### src/rtl/paleta_cpu.sv
// paleta_cpu: computer opponent for a Pong paddle. It emits active-low
// up/down presses that steer the paddle toward the ball. A tick divider
// limits how often it decides, and a reaction delay keeps it beatable.
module paleta_cpu #(
  parameter int TICK_DIV_BITS = 17,
  parameter int PADDLE_H      = 100,
  parameter int DEAD_ZONE     = 4,
  parameter int REACT_TICKS   = 8,
  parameter int Y_MIN         = 10,
  parameter int Y_MAX         = 370,
  parameter int Y_CENTER      = 220
) (
  input  logic       clk,
  input  logic       rst,
  input  logic       enable,
  input  logic [9:0] ball_y,
  input  logic       ball_toward,
  input  logic [9:0] paddle_y,
  output logic       puls_up_n,
  output logic       puls_down_n,
  output logic [1:0] state_dbg
);

  typedef enum logic [1:0] {
    S_IDLE  = 2'd0,
    S_REACT = 2'd1,
    S_TRACK = 2'd2
  } state_t;

  localparam logic signed [10:0] HALF_H   = 11'(PADDLE_H / 2);
  localparam logic signed [10:0] DZ       = 11'(DEAD_ZONE);
  localparam logic signed [10:0] YMIN_S   = 11'(Y_MIN);
  localparam logic signed [10:0] YMAX_S   = 11'(Y_MAX);
  localparam logic signed [10:0] YCTR_S   = 11'(Y_CENTER);
  localparam logic [7:0]         REACT_N  = 8'(REACT_TICKS);

  logic [TICK_DIV_BITS-1:0] div_q, div_d;
  state_t                   state_q, state_d;
  logic [7:0]               react_q, react_d;
  logic                     up_q, up_d, dn_q, dn_d;
  logic                     tick;
  logic signed [10:0]       track_raw, track_tgt;

  // Map a target top-y to the button pair {up_n, down_n}; the two presses are
  // mutually exclusive because err cannot be both below and above the zone.
  function automatic logic [1:0] steer(input logic signed [10:0] tgt,
                                       input logic [9:0] py);
    logic signed [10:0] err;
    err = tgt - $signed({1'b0, py});
    if (err < -DZ)     steer = 2'b01;
    else if (err > DZ) steer = 2'b10;
    else               steer = 2'b11;
  endfunction

  assign tick = &div_q;

  // Ball-centred target, signed so a ball near the top clamps instead of wrapping
  always_comb begin
    track_raw = $signed({1'b0, ball_y}) - HALF_H;
    track_tgt = track_raw;
    if (track_raw < YMIN_S)      track_tgt = YMIN_S;
    else if (track_raw > YMAX_S) track_tgt = YMAX_S;
  end

  // Next-state and registered button decisions; abort to IDLE has top priority
  always_comb begin
    div_d   = div_q + 1'b1;
    state_d = state_q;
    react_d = react_q;
    up_d    = up_q;
    dn_d    = dn_q;
    if (!enable) begin
      state_d = S_IDLE;
      up_d    = 1'b1;
      dn_d    = 1'b1;
    end else if (!ball_toward) begin
      state_d = S_IDLE;
      if (tick) {up_d, dn_d} = steer(YCTR_S, paddle_y);
    end else begin
      case (state_q)
        S_IDLE: begin
          state_d = S_REACT;
          react_d = 8'd0;
          up_d    = 1'b1;
          dn_d    = 1'b1;
        end
        S_REACT: begin
          if (tick) begin
            react_d = react_q + 8'd1;
            if (react_d == REACT_N) begin
              state_d      = S_TRACK;
              {up_d, dn_d} = steer(track_tgt, paddle_y);
            end
          end
        end
        S_TRACK: begin
          if (tick) {up_d, dn_d} = steer(track_tgt, paddle_y);
        end
        default: state_d = S_IDLE;
      endcase
    end
  end

  // State registers with synchronous reset; presses never survive reset
  always_ff @(posedge clk) begin
    if (rst) begin
      div_q   <= '0;
      state_q <= S_IDLE;
      react_q <= 8'd0;
      up_q    <= 1'b1;
      dn_q    <= 1'b1;
    end else begin
      div_q   <= div_d;
      state_q <= state_d;
      react_q <= react_d;
      up_q    <= up_d;
      dn_q    <= dn_d;
    end
  end

  assign puls_up_n   = up_q;
  assign puls_down_n = dn_q;
  assign state_dbg   = state_q;

endmodule

### config.mk
export PLATFORM = sky130hd
export DESIGN_NAME = paleta_cpu
export DESIGN_NICKNAME = d
export VERILOG_FILES = /design/src/rtl/paleta_cpu.sv
export SDC_FILE = /design/constraint.sdc
export NUM_CORES = 1
export LEC_CHECK = 0
export BUFFER_PORTS_ARGS = -buffer_cell sky130_fd_sc_hd__buf_4
export CAP_MARGIN = 5
export CORE_UTILIZATION = 56
export CTS_BUF_LIST = sky130_fd_sc_hd__clkbuf_4
export CTS_CLUSTER_DIAMETER = 40
export DETAILED_ROUTE_END_ITERATION = 8
export PLACE_DENSITY_LB_ADDON = 0.05
export SLEW_MARGIN = 20
export SYNTH_ARGS = -nofsm -noshare
export SYNTH_HDL_FRONTEND = slang
export SYNTH_SLANG_ARGS = --single-unit
### constraint.sdc
create_clock -name clk -period 3.2 [get_ports clk]
set_input_delay 0 -clock clk [delete_from_list [all_inputs] [get_ports clk]]
set_output_delay 0 -clock clk [all_outputs]
set_load 0.05 [all_outputs]
==> metrics.md, run 1 <==
| Metric | Value |
|---|---|
| Status | complete, but fails checks |
| Failing checks | design-rule violations, negative setup slack |
| Endpoint class of the critical path | register |
| Vias | 2,767 |
| First-pass GRT wire length | roughly 11,000 um |
| Die H | roughly 71 um |
| Final setup violation count | 1 |
| Die area | just over 5000 um2 |
| Layout cell share with drive strength beyond 1 | between 20 and 30% |
| Setup slack after layout | -0.0387 ns |
| I/O pins | 28 |
| Hold Path Cell Cnt | 2 |
| Launch point of the worst reg-to-reg path | div_q[5] |
| CP max stage cell | or4_1 |
| ANT nets after route | 0 |
| Layout Utilization | about 76% |
| Htree depth | 2 |
| Register Area | between 500 and 600 um2 |
| Final net count | around 460 |
| Largest stage delay on the critical path | approximately 0.48 ns |
| Pre-antenna DRT Iters | 6 |
| Rows | 24 |
| Final Cycle Share | 101% |
| Initial antenna violation count | 0 |
| Number of buffers created by CTS | 5 |
| First-iteration detailed-routing DRC count | 208 |
| Antenna cells | 0 |
| Initial Util | between 60% and 70% |
| CTS clk-pin slew, worst paths | ~0.090 ns |
| R2r endpoint | puls_up_n |
| Yosys reg bits | 29 |
| Synth Instances | 347 |
| Global route overflow | 0 |
| Placed cell area | ~3200 um2 |
| Yosys warns | 0 |
| Clock latency at the later pin of the worst-skew pair | 0.32 ns |
| Detailed Route WL | 6240 um |
| CTS tree | built |
| Die width | between 70 and 80 um |
| Worst IR Drop VDD | roughly 0.00024 V |
| Worst hold endpoint | div_q[0] |
| Worst Hold Slack | 0.0269 ns |
| Hold Crit Start | rst |
| Register area share after synthesis | between 20% and 30% |
| Final hold viol count | 0 |
| Clock sink total | 29 |
| Critical path peak fanout | 6 |
| Max Clock Freq | about 310 MHz |
| Layout area overhead | 25.9% |
| Min Tclk post-route | 3.24 ns |
| Number of global-route vias before repair | between 2k and 3k |
| Area contributors post-synth | dfxtp_1 22%, ha_1 9.8%, nor2_1 5.7% |
| Design area | between 3000 and 4000 um2 |
| Pwr dens | 327 nW/um2 |
| Tot Pwr | 0.00111 W |
| Clock Skew | ~0.0042 ns |
| Arr. time, crit path | 3.49 ns |
| RSZ-0062 raised after global routing | yes |
| Unique masters post-synth | 70 |
| Routability cong. | about 0.9 |
| Dpl ws | -0.437 ns |
| Nature of the critical path startpoint | primary input |
| Filler cell count | ~360 |
| Worst R2R Setup Slack | roughly 0.17 ns |
| Post-Synthesis Cell Area | about 2700 um2 |
| Clock root buffer | clkbuf_4 |
| CP Class | primary input to register |
| Worst-path cell chain | buf_4 > inv_4 > ha_4 > nand2b_4 > nor2b_1 > or2_2 > or3_1 > a21o_1 > buf_4 > nor3b_2 > ha_1 > a211o_1 > a21o_1 > xor2_2 > nand3_1 > or4_1 > a22oi_1 |
| Syn Area/Cell | a little under 8 um2 |
| R2R depth | 12 |
| FFs w/ async S/R, synth | 0% |
| Slew Limit Fails | 0 |
| Worst EP required | 3.45 ns |
| Hold buffers post-CTS | 0 |
| PortBufs | 27 |
| Worst hold path class | primary input to register |
| Max-cap viol count | 0 |
| Largest net degree at the start of global routing | 29 |
| Drt drc | 4 |
| Area leader, netlist | dfxtp_1 |
| CTS max path bufs | 2 |
| Leak pwr | 1.46 nW |
| Syn nets | 393 |
| Share of the synthesized area in the top cell type | 21.6% |
| Area of the multi-input gates | just over 2000 um2 |
| Core area | 4470 um2 |
| Top_reg_cell synth | dfxtp_1 |
| Wirelength per Cell | between 10 and 15 um |
| DP HPWL | 4850 um |
| Total track usage | 26.9% |
| Vias per inst | 5.87 |
| Number of synthesized flops with an enable pin | 0 |
-- cell usage after synthesis, types with 7 or more instances --
cell type  count
nor2_1        41
dfxtp_1       29
a21oi_1       26
inv_1         25
ha_1          21
nand3_1       17
o21ai_0       14
nand2_1       13
xor2_1        13
xnor2_1       11
nand4_1        9
nor2b_1        9
nor3_1         8
a21o_1         7
-- per-layer routing --
| metal | GRT usage [%] | routed length, um | up-vias | share of wire, % |
|---|---|---|---|---|
| met3 | 5.34 | 212 | 7 | 3.4 |
| met1 | 37.2 | 3080 | 1295 | 49 |
| li1 | - | - | 1415 | - |
| met2 | 44.1 | 2900 | 50 | 46 |
| met5 | 0 | 0 | - | 0 |
| met4 | 4.67 | 49 | 0 | 0.79 |
-- cells in the final DEF (no fill, tap or decap), types with 7 or more instances in the layout --
cell type,count
buf_4,72
nor2_1,41
dfxtp_1,29
a21oi_1,26
inv_1,23
ha_1,20
nand3_1,17
o21ai_0,14
nand2_1,13
xor2_1,12
xnor2_1,10
nand4_1,9
nor2b_1,9
nor3_1,8
a21o_1,7
-- report_power, final --
group / leakage [nW] / switching (W) / total [W] / internal (W)
combinational: 1.19 / 0.000226 / 0.000440 / 0.000214
sequential: 0.235 / 0.00000359 / 0.000369 / 0.000365
clock: 0.0433 / 0.000130 / 0.000301 / 0.000171
-- registers in the layout (all words and copies together), names as in the netlist --
name	flops
div_q	17
puls_down_n	1
react_q	8
state_dbg	2
puls_up_n	1
-- cells by family after synthesis --
group,count (synthesis),synth area share (%)
compound gates,94,23.7
flops,29,21.6
other cells,1,0.139
fa+ha+maj,22,10.5
mux,5,1.95
xor+xnor,24,7.81
simple gates,139,29.0
buf+inv,33,5.34
-- worst max path at each step --
| stage | from | endpoint | cells past startpoint |
|---|---|---|---|
| after floorplan | ball_y[1] | puls_up_n | 17 |
| after global placement | ball_y[1] | puls_up_n | 18 |
| after detailed placement | ball_y[2] | puls_up_n | 18 |
| after CTS | ball_y[1] | puls_up_n | 17 |
| after global routing | ball_y[2] | puls_up_n | 17 |
| final | ball_y[2] | puls_up_n | 17 |
-- worst max-delay path: cells and delay by family --
kind                       cells  cell delay (ns)
AOI/OAI and AO/OA              4             0.89
xor gates and xnor gates       1             0.22
adders and majority gates      2             0.46
buffers and inverters          3             0.35
and+or+nand+nor                7             1.60
-- cell type report --
cell class	instances	area share (%)
Timing Repair Buffer	72	15.9
Clock buffer	6	1.33
Tap cell	52	1.92
Clock inverter	2	0.997
Sequential cell	29	17.1
Multi-Input combinational cell	285	59.8
Inverter	25	2.84
-- what timing repair did --
| item | 4_1_cts | 5_1_grt |
|---|---|---|
| endpoints found under the setup margin | 2 | 2 |
| hold endpoints to repair | 0 | 0 |
| pin swaps | 8 | 4 |
| resized for setup | 7 | 5 |
| buffers inserted | 2 | 1 |
-- stage by stage --
step                      setup TNS [ns]  std cells
after global routing              -0.140        471
final                            -0.0387        471
after CTS                       -0.00860        470
after global placement            -0.650        460
after detailed placement          -0.785        460
after floorplan                   -0.235        347
(Power assumes the default switching activity.)
==> inputs of run 2 (changes only) <==
--- a/config.mk
+++ b/config.mk
@@ -7,7 +7,7 @@
 export LEC_CHECK = 0
 export BUFFER_PORTS_ARGS = -buffer_cell sky130_fd_sc_hd__buf_4
 export CAP_MARGIN = 5
-export CORE_UTILIZATION = 56
+export CORE_UTILIZATION = 50
 export CTS_BUF_LIST = sky130_fd_sc_hd__clkbuf_4
 export CTS_CLUSTER_DIAMETER = 40
 export DETAILED_ROUTE_END_ITERATION = 8
==> metrics.md, run 2 (same netlist as run 1, synthesis figures left out) <==
| Metric | Value |
|---|---|
| Status | completed |
| R2r endpoint | puls_up_n |
| Worst hold path class | primary input to register |
| Max Clock Freq | about 310 MHz |
| Worst Hold Slack | approximately 0.030 ns |
| Min Tclk post-route | approximately 3.2 ns |
| Met3 usage | under 10% |
| Number of buffers created by CTS | 5 |
| R2R depth | 12 |
| Worst R2R Setup Slack | 0.25 ns |
| Crit path launch | ball_y[2] |
| Number of global-route vias before repair | approximately 2.5k |
| RSZ-0062 raised after global routing | yes |
| CTS max path bufs | 2 |
| M1 GR Usage | about 30% |
| CP Class | primary input to register |
| Antenna cells | 0 |
| Arr. time, crit path | between 3 and 4 ns |
| CTS clk-pin slew, worst paths | 0.09 ns |
| Endpoint class of the critical path | register |
| GR peak layer | met2 |
| Final net count | about 460 |
| Leak pwr | between 1 and 1.5 nW |
| Final hold viol count | 0 |
| Detailed Route WL | a little over 6000 um |
| Die width | between 70 and 80 um |
| Rows | 26 |
| Filler cell count | roughly 480 |
| Final setup violation count | 0 |
| DP HPWL | around 4700 um |
| Met2 GRT Util | between 30% and 40% |
| Design area | ~3400 um2 |
| Slew Limit Fails | 0 |
| Routability cong. | about 0.85 |
| Vias | roughly 2.7k |
| ANT nets after route | 0 |
| Final Cycle Share | approximately 100% |
| Commonest non-fill, non-tap cell in the layout | buf_4 |
| Max reg flops | 17 |
| First-pass GRT wire length | 10,200 um |
| Initial Util | 52.4% |
| First-iteration detailed-routing DRC count | between 100 and 150 |
| Dpl ws | -0.442 ns |
| Total track usage | between 20% and 30% |
| Critical path peak fanout | 3 |
| Wirelength per Cell | approximately 12 um |
| Worst hold endpoint | state_dbg[0] |
| Setup slack after layout | between 0.015 and 0.02 ns |
| Launch point of the worst reg-to-reg path | div_q[4] |
| I/O pins | 28 |
| Most frequent cells in the layout | 71 x buf_4, 41 x nor2_1, 29 x dfxtp_1 |
| Largest net degree at the start of global routing | 29 |
| Drt drc | 0 |
| Die area | roughly 5700 um2 |
| Max-cap viol count | 0 |
| Clock root buffer | clkbuf_4 |
| Worst IR Drop VDD | around 0.00025 V |
| Pwr dens | about 300 nW/um2 |
| Clock latency at the later pin of the worst-skew pair | ~0.33 ns |
| Vias per inst | 5.60 |
| Clock sink total | 29 |
| Clock Skew | between 0.006 and 0.007 ns |
| Htree depth | 2 |
| Biggest register | div_q |
| PortBufs | 27 |
| CTS tree | built |
| Initial antenna violation count | 0 |
| Global route overflow | 0 |
| Worst EP required | 3.45 ns |
| Hold Crit Start | enable |
| Die H | around 75 um |
| Core area | a little over 5000 um2 |
| Layout cell share with drive strength beyond 1 | 26.1% |
| Placed insts | 474 |
| Placed cell area | between 3000 and 4000 um2 |
| Nature of the critical path startpoint | primary input |
| Hold Path Cell Cnt | 3 |
| Pre-antenna DRT Iters | 4 |
| Final Non-Filler Cells | about 500 |
| Layout area overhead | 26.3% |
run 2: cell count changes in the layout (fill, tap and decap cells not counted), sizes merged:
cell    previous run  this run
bufinv             1         0
run 2: final cells by class:
type	instances	area, um2	share of cell area, %
repair buffers	72	544	16.0
clock buffers	6	45.0	1.32
well taps	70	87.6	2.58
inverters	25	98.8	2.91
multi-input cells	285	2040	60.0
clock inverters	1	3.75	0.110
flip-flops and latches	29	581	17.1
run 2: how the worst max path moves through the flow:
stage	to	slack [ns]
CTS	puls_up_n	0.006
detailed placement	puls_up_n	-0.44
floorplan	puls_up_n	-0.24
global placement	puls_up_n	-0.35
finish	puls_up_n	0.02
global route	puls_up_n	-0.15
run 2: what timing repair did:
item / 4_1_cts / 5_1_grt
resized for setup: 10 / 9
setup buffers: 5 / 2
endpoints found under the setup margin: 1 / 2
hold buffers: 0 / 0
pin swaps: 11 / 4
gates cloned: 0 / 0
run 2: routing by layer:
metal / wire (um) / vias to the layer above
met5: 0 / -
met1: 3020 / 1261
met4: 58 / 0
met3: 185 / 7
li1: - / 1423
met2: 2810 / 42
run 2: metrics by stage:
stage               utilization (%)  setup TNS, ns  power, W
floorplan                         -         -0.235  0.000625
global placement               62.7         -0.592  0.000762
detailed placement             62.7         -0.746  0.000768
CTS                            65.0              0   0.00100
global route                   66.1         -0.290   0.00108
finish                         66.1              0   0.00100
run 2: power breakdown:
group | switching (W) | total (W) | internal [W]
Sequential | 0.00000356 | 0.000369 | 0.000365
Combinational | 0.000216 | 0.000426 | 0.000210
Clock | 0.000121 | 0.000209 | 0.0000880
Total | 0.000341 | 0.00100 | 0.000663
run 2: worst max-delay path: stages:
cell      delay (ns)
buf_4           0.10
inv_4           0.04
ha_4            0.16
nand2b_4        0.06
nor2b_1         0.19
buf_4           0.15
o21bai_1        0.07
o32a_1          0.33
nor4_4          0.16
nand3b_1        0.14
ha_2            0.18
inv_2           0.04
fa_2            0.36
a211o_1         0.28
buf_4           0.14
o21ai_0         0.09
xnor2_1         0.17
nand4_1         0.13
or4_1           0.53
a22oi_2         0.12
==> inputs of run 3 (changes only) <==
==> constraint.sdc (replaced) <==
create_clock -name clk -period 3.2 [get_ports clk]
set_input_delay 0.32 -clock clk [delete_from_list [all_inputs] [get_ports clk]]
set_output_delay 0.32 -clock clk [all_outputs]
set_load 0.05 [all_outputs]
==> metrics.md, run 3 (same netlist as run 1, synthesis figures left out) <==
| Metric | Value |
|---|---|
| Wirelength per Cell | 13.0 um |
| Final net count | around 470 |
| CTS max path bufs | 2 |
| Launch point of the worst reg-to-reg path | div_q[5] |
| RSZ-0062 raised after global routing | yes |
| DP HPWL | around 4900 um |
| Die width | about 75 um |
| Clock latency at the later pin of the worst-skew pair | 0.32 ns |
| CTS tree | built |
| CP Class | primary input to register |
| Commonest non-fill, non-tap cell in the layout | buf_4 |
| Most frequent cells in the layout | 73 x buf_4, 41 x nor2_1, 29 x dfxtp_1 |
| Pwr dens | 296 nW/um2 |
| Critical path peak fanout | 4 |
| Min Tclk post-route | 3.44 ns |
| Placed cell area | between 3000 and 4000 um2 |
| Worst IR Drop VDD | between 0.0002 and 0.00025 V |
| Tot Pwr | ~0.0010 W |
| I/O pins | 28 |
| Leak pwr | 1.49 nW |
| Worst Hold Slack | ~0.35 ns |
| Rows | 26 |
| Antenna cells | 0 |
| Worst R2R Setup Slack | ~0.090 ns |
| Number of buffers created by CTS | 5 |
| Clock root buffer | clkbuf_4 |
| Failing checks | negative setup slack |
| Max reg flops | 17 |
| Routability cong. | roughly 0.87 |
| Endpoint class of the critical path | register |
| Drt drc | 0 |
| Final setup violation count | 2 |
| Vias per inst | approximately 5.6 |
| Die area | around 5700 um2 |
| Initial antenna violation count | 0 |
| Core area | 5140 um2 |
| Layout cell share with drive strength beyond 1 | approximately 28% |
| Biggest register | div_q |
| Status | complete, but fails checks |
| Nature of the critical path startpoint | primary input |
| R2R depth | 12 |
| Initial Util | around 52% |
| First-iteration detailed-routing DRC count | ~110 |
| Max Clock Freq | between 200 and 300 MHz |
| Vias | between 2k and 3k |
| Total track usage | a little under a quarter |
| Layout area overhead | 30.0% |
| Worst hold endpoint | react_q[5] |
| ANT nets after route | 0 |
| Placed insts | 479 |
| Worst EP required | roughly 3.5 ns |
| Final Non-Filler Cells | approximately 490 |
| Largest net degree at the start of global routing | 29 |
| Arr. time, crit path | ~3.7 ns |
| First-pass GRT wire length | between 10,000 and 15,000 um |
| Filler cell count | ~490 |
| Design area | ~3500 um2 |
| Die H | around 75 um |
| Htree depth | 2 |
| Slew Limit Fails | 0 |
| Clock sink total | 29 |
| Final Cycle Share | 108% |
| Number of global-route vias before repair | around 2.5k |
| Global route overflow | 0 |
| Final hold viol count | 0 |
| Hold Crit Start | rst |
| Pre-antenna DRT Iters | 4 |
| Setup slack after layout | -0.243 ns |
| R2r endpoint | puls_up_n |
| PortBufs | 27 |
| Detailed Route WL | ~6400 um |
| CTS clk-pin slew, worst paths | about 0.090 ns |
| Hold Path Cell Cnt | 2 |
| Worst hold path class | primary input to register |
| Clock Skew | approximately 0.0042 ns |
| Max-cap viol count | 0 |
| Layout Utilization | between 60% and 70% |
==> run 3: what timing repair did <==
action | 4_1_cts | 5_1_grt
buffers inserted | 3 | 2
pin swaps | 16 | 7
endpoints found under the setup margin | 2 | 2
hold buffers | 0 | 0
gates resized for setup | 15 | 6
==> run 3: worst max path at each step <==
stage | endpoint | cells after the start | start | slack, ns
6_report | puls_up_n | 18 | ball_y[2] | -0.24
3_5_place_dp | puls_up_n | 17 | ball_y[1] | -0.71
2_1_floorplan | puls_up_n | 17 | ball_y[1] | -0.47
5_1_grt | puls_up_n | 17 | ball_y[1] | -0.38
4_1_cts | puls_up_n | 17 | ball_y[1] | -0.26
3_3_place_gp | puls_up_n | 18 | ball_y[1] | -0.61
==> run 3: critical path: stages <==
cell      delay (ns)
buf_12          0.10
inv_8           0.03
ha_4            0.16
xor2_2          0.15
nor2b_4         0.13
o31a_1          0.27
o32a_1          0.20
nor4_4          0.15
nand3b_1        0.14
ha_2            0.18
inv_2           0.04
fa_2            0.35
a211o_1         0.29
a21o_1          0.23
xor2_1          0.18
nand3_1         0.10
or4_4           0.54
a22oi_2         0.12
==> run 3: routing by layer <==
metal / wire length, um / global-route usage, % / vias up
li1: - / - / 1422
met1: 3090 / 30.3 / 1281
met2: 3060 / 40.4 / 43
met3: 189 / 4.50 / 8
met4: 27 / 3.91 / 0
met5: 0 / 0 / -
==> run 3: metrics by stage <==
| stage | setup WS [ns] | TNS [ns] |
|---|---|---|
| after global placement | -0.613 | -1.14 |
| after detailed placement | -0.706 | -1.36 |
| final | -0.243 | -0.258 |
| after CTS | -0.261 | -0.261 |
| after floorplan | -0.468 | -0.659 |
| after global routing | -0.380 | -0.525 |
==> run 3: final cells by class <==
| cell class | instances | area (um2) | share of cell area [%] |
|---|---|---|---|
| sequential | 29 | 581 | 16.6 |
| clock inverter | 1 | 3.75 | 0.107 |
| clock buffer | 6 | 45.0 | 1.29 |
| inverter | 25 | 114 | 3.25 |
| timing repair buffer | 75 | 583 | 16.7 |
| tap | 70 | 87.6 | 2.50 |
| multi-input combinational | 285 | 2090 | 59.6 |
==> run 3: report_power, final <==
group	total (W)	switching, W	internal [W]
Combinational	0.000461	0.000235	0.000226
Clock	0.000207	0.000119	0.0000880
Sequential	0.000369	0.00000340	0.000365
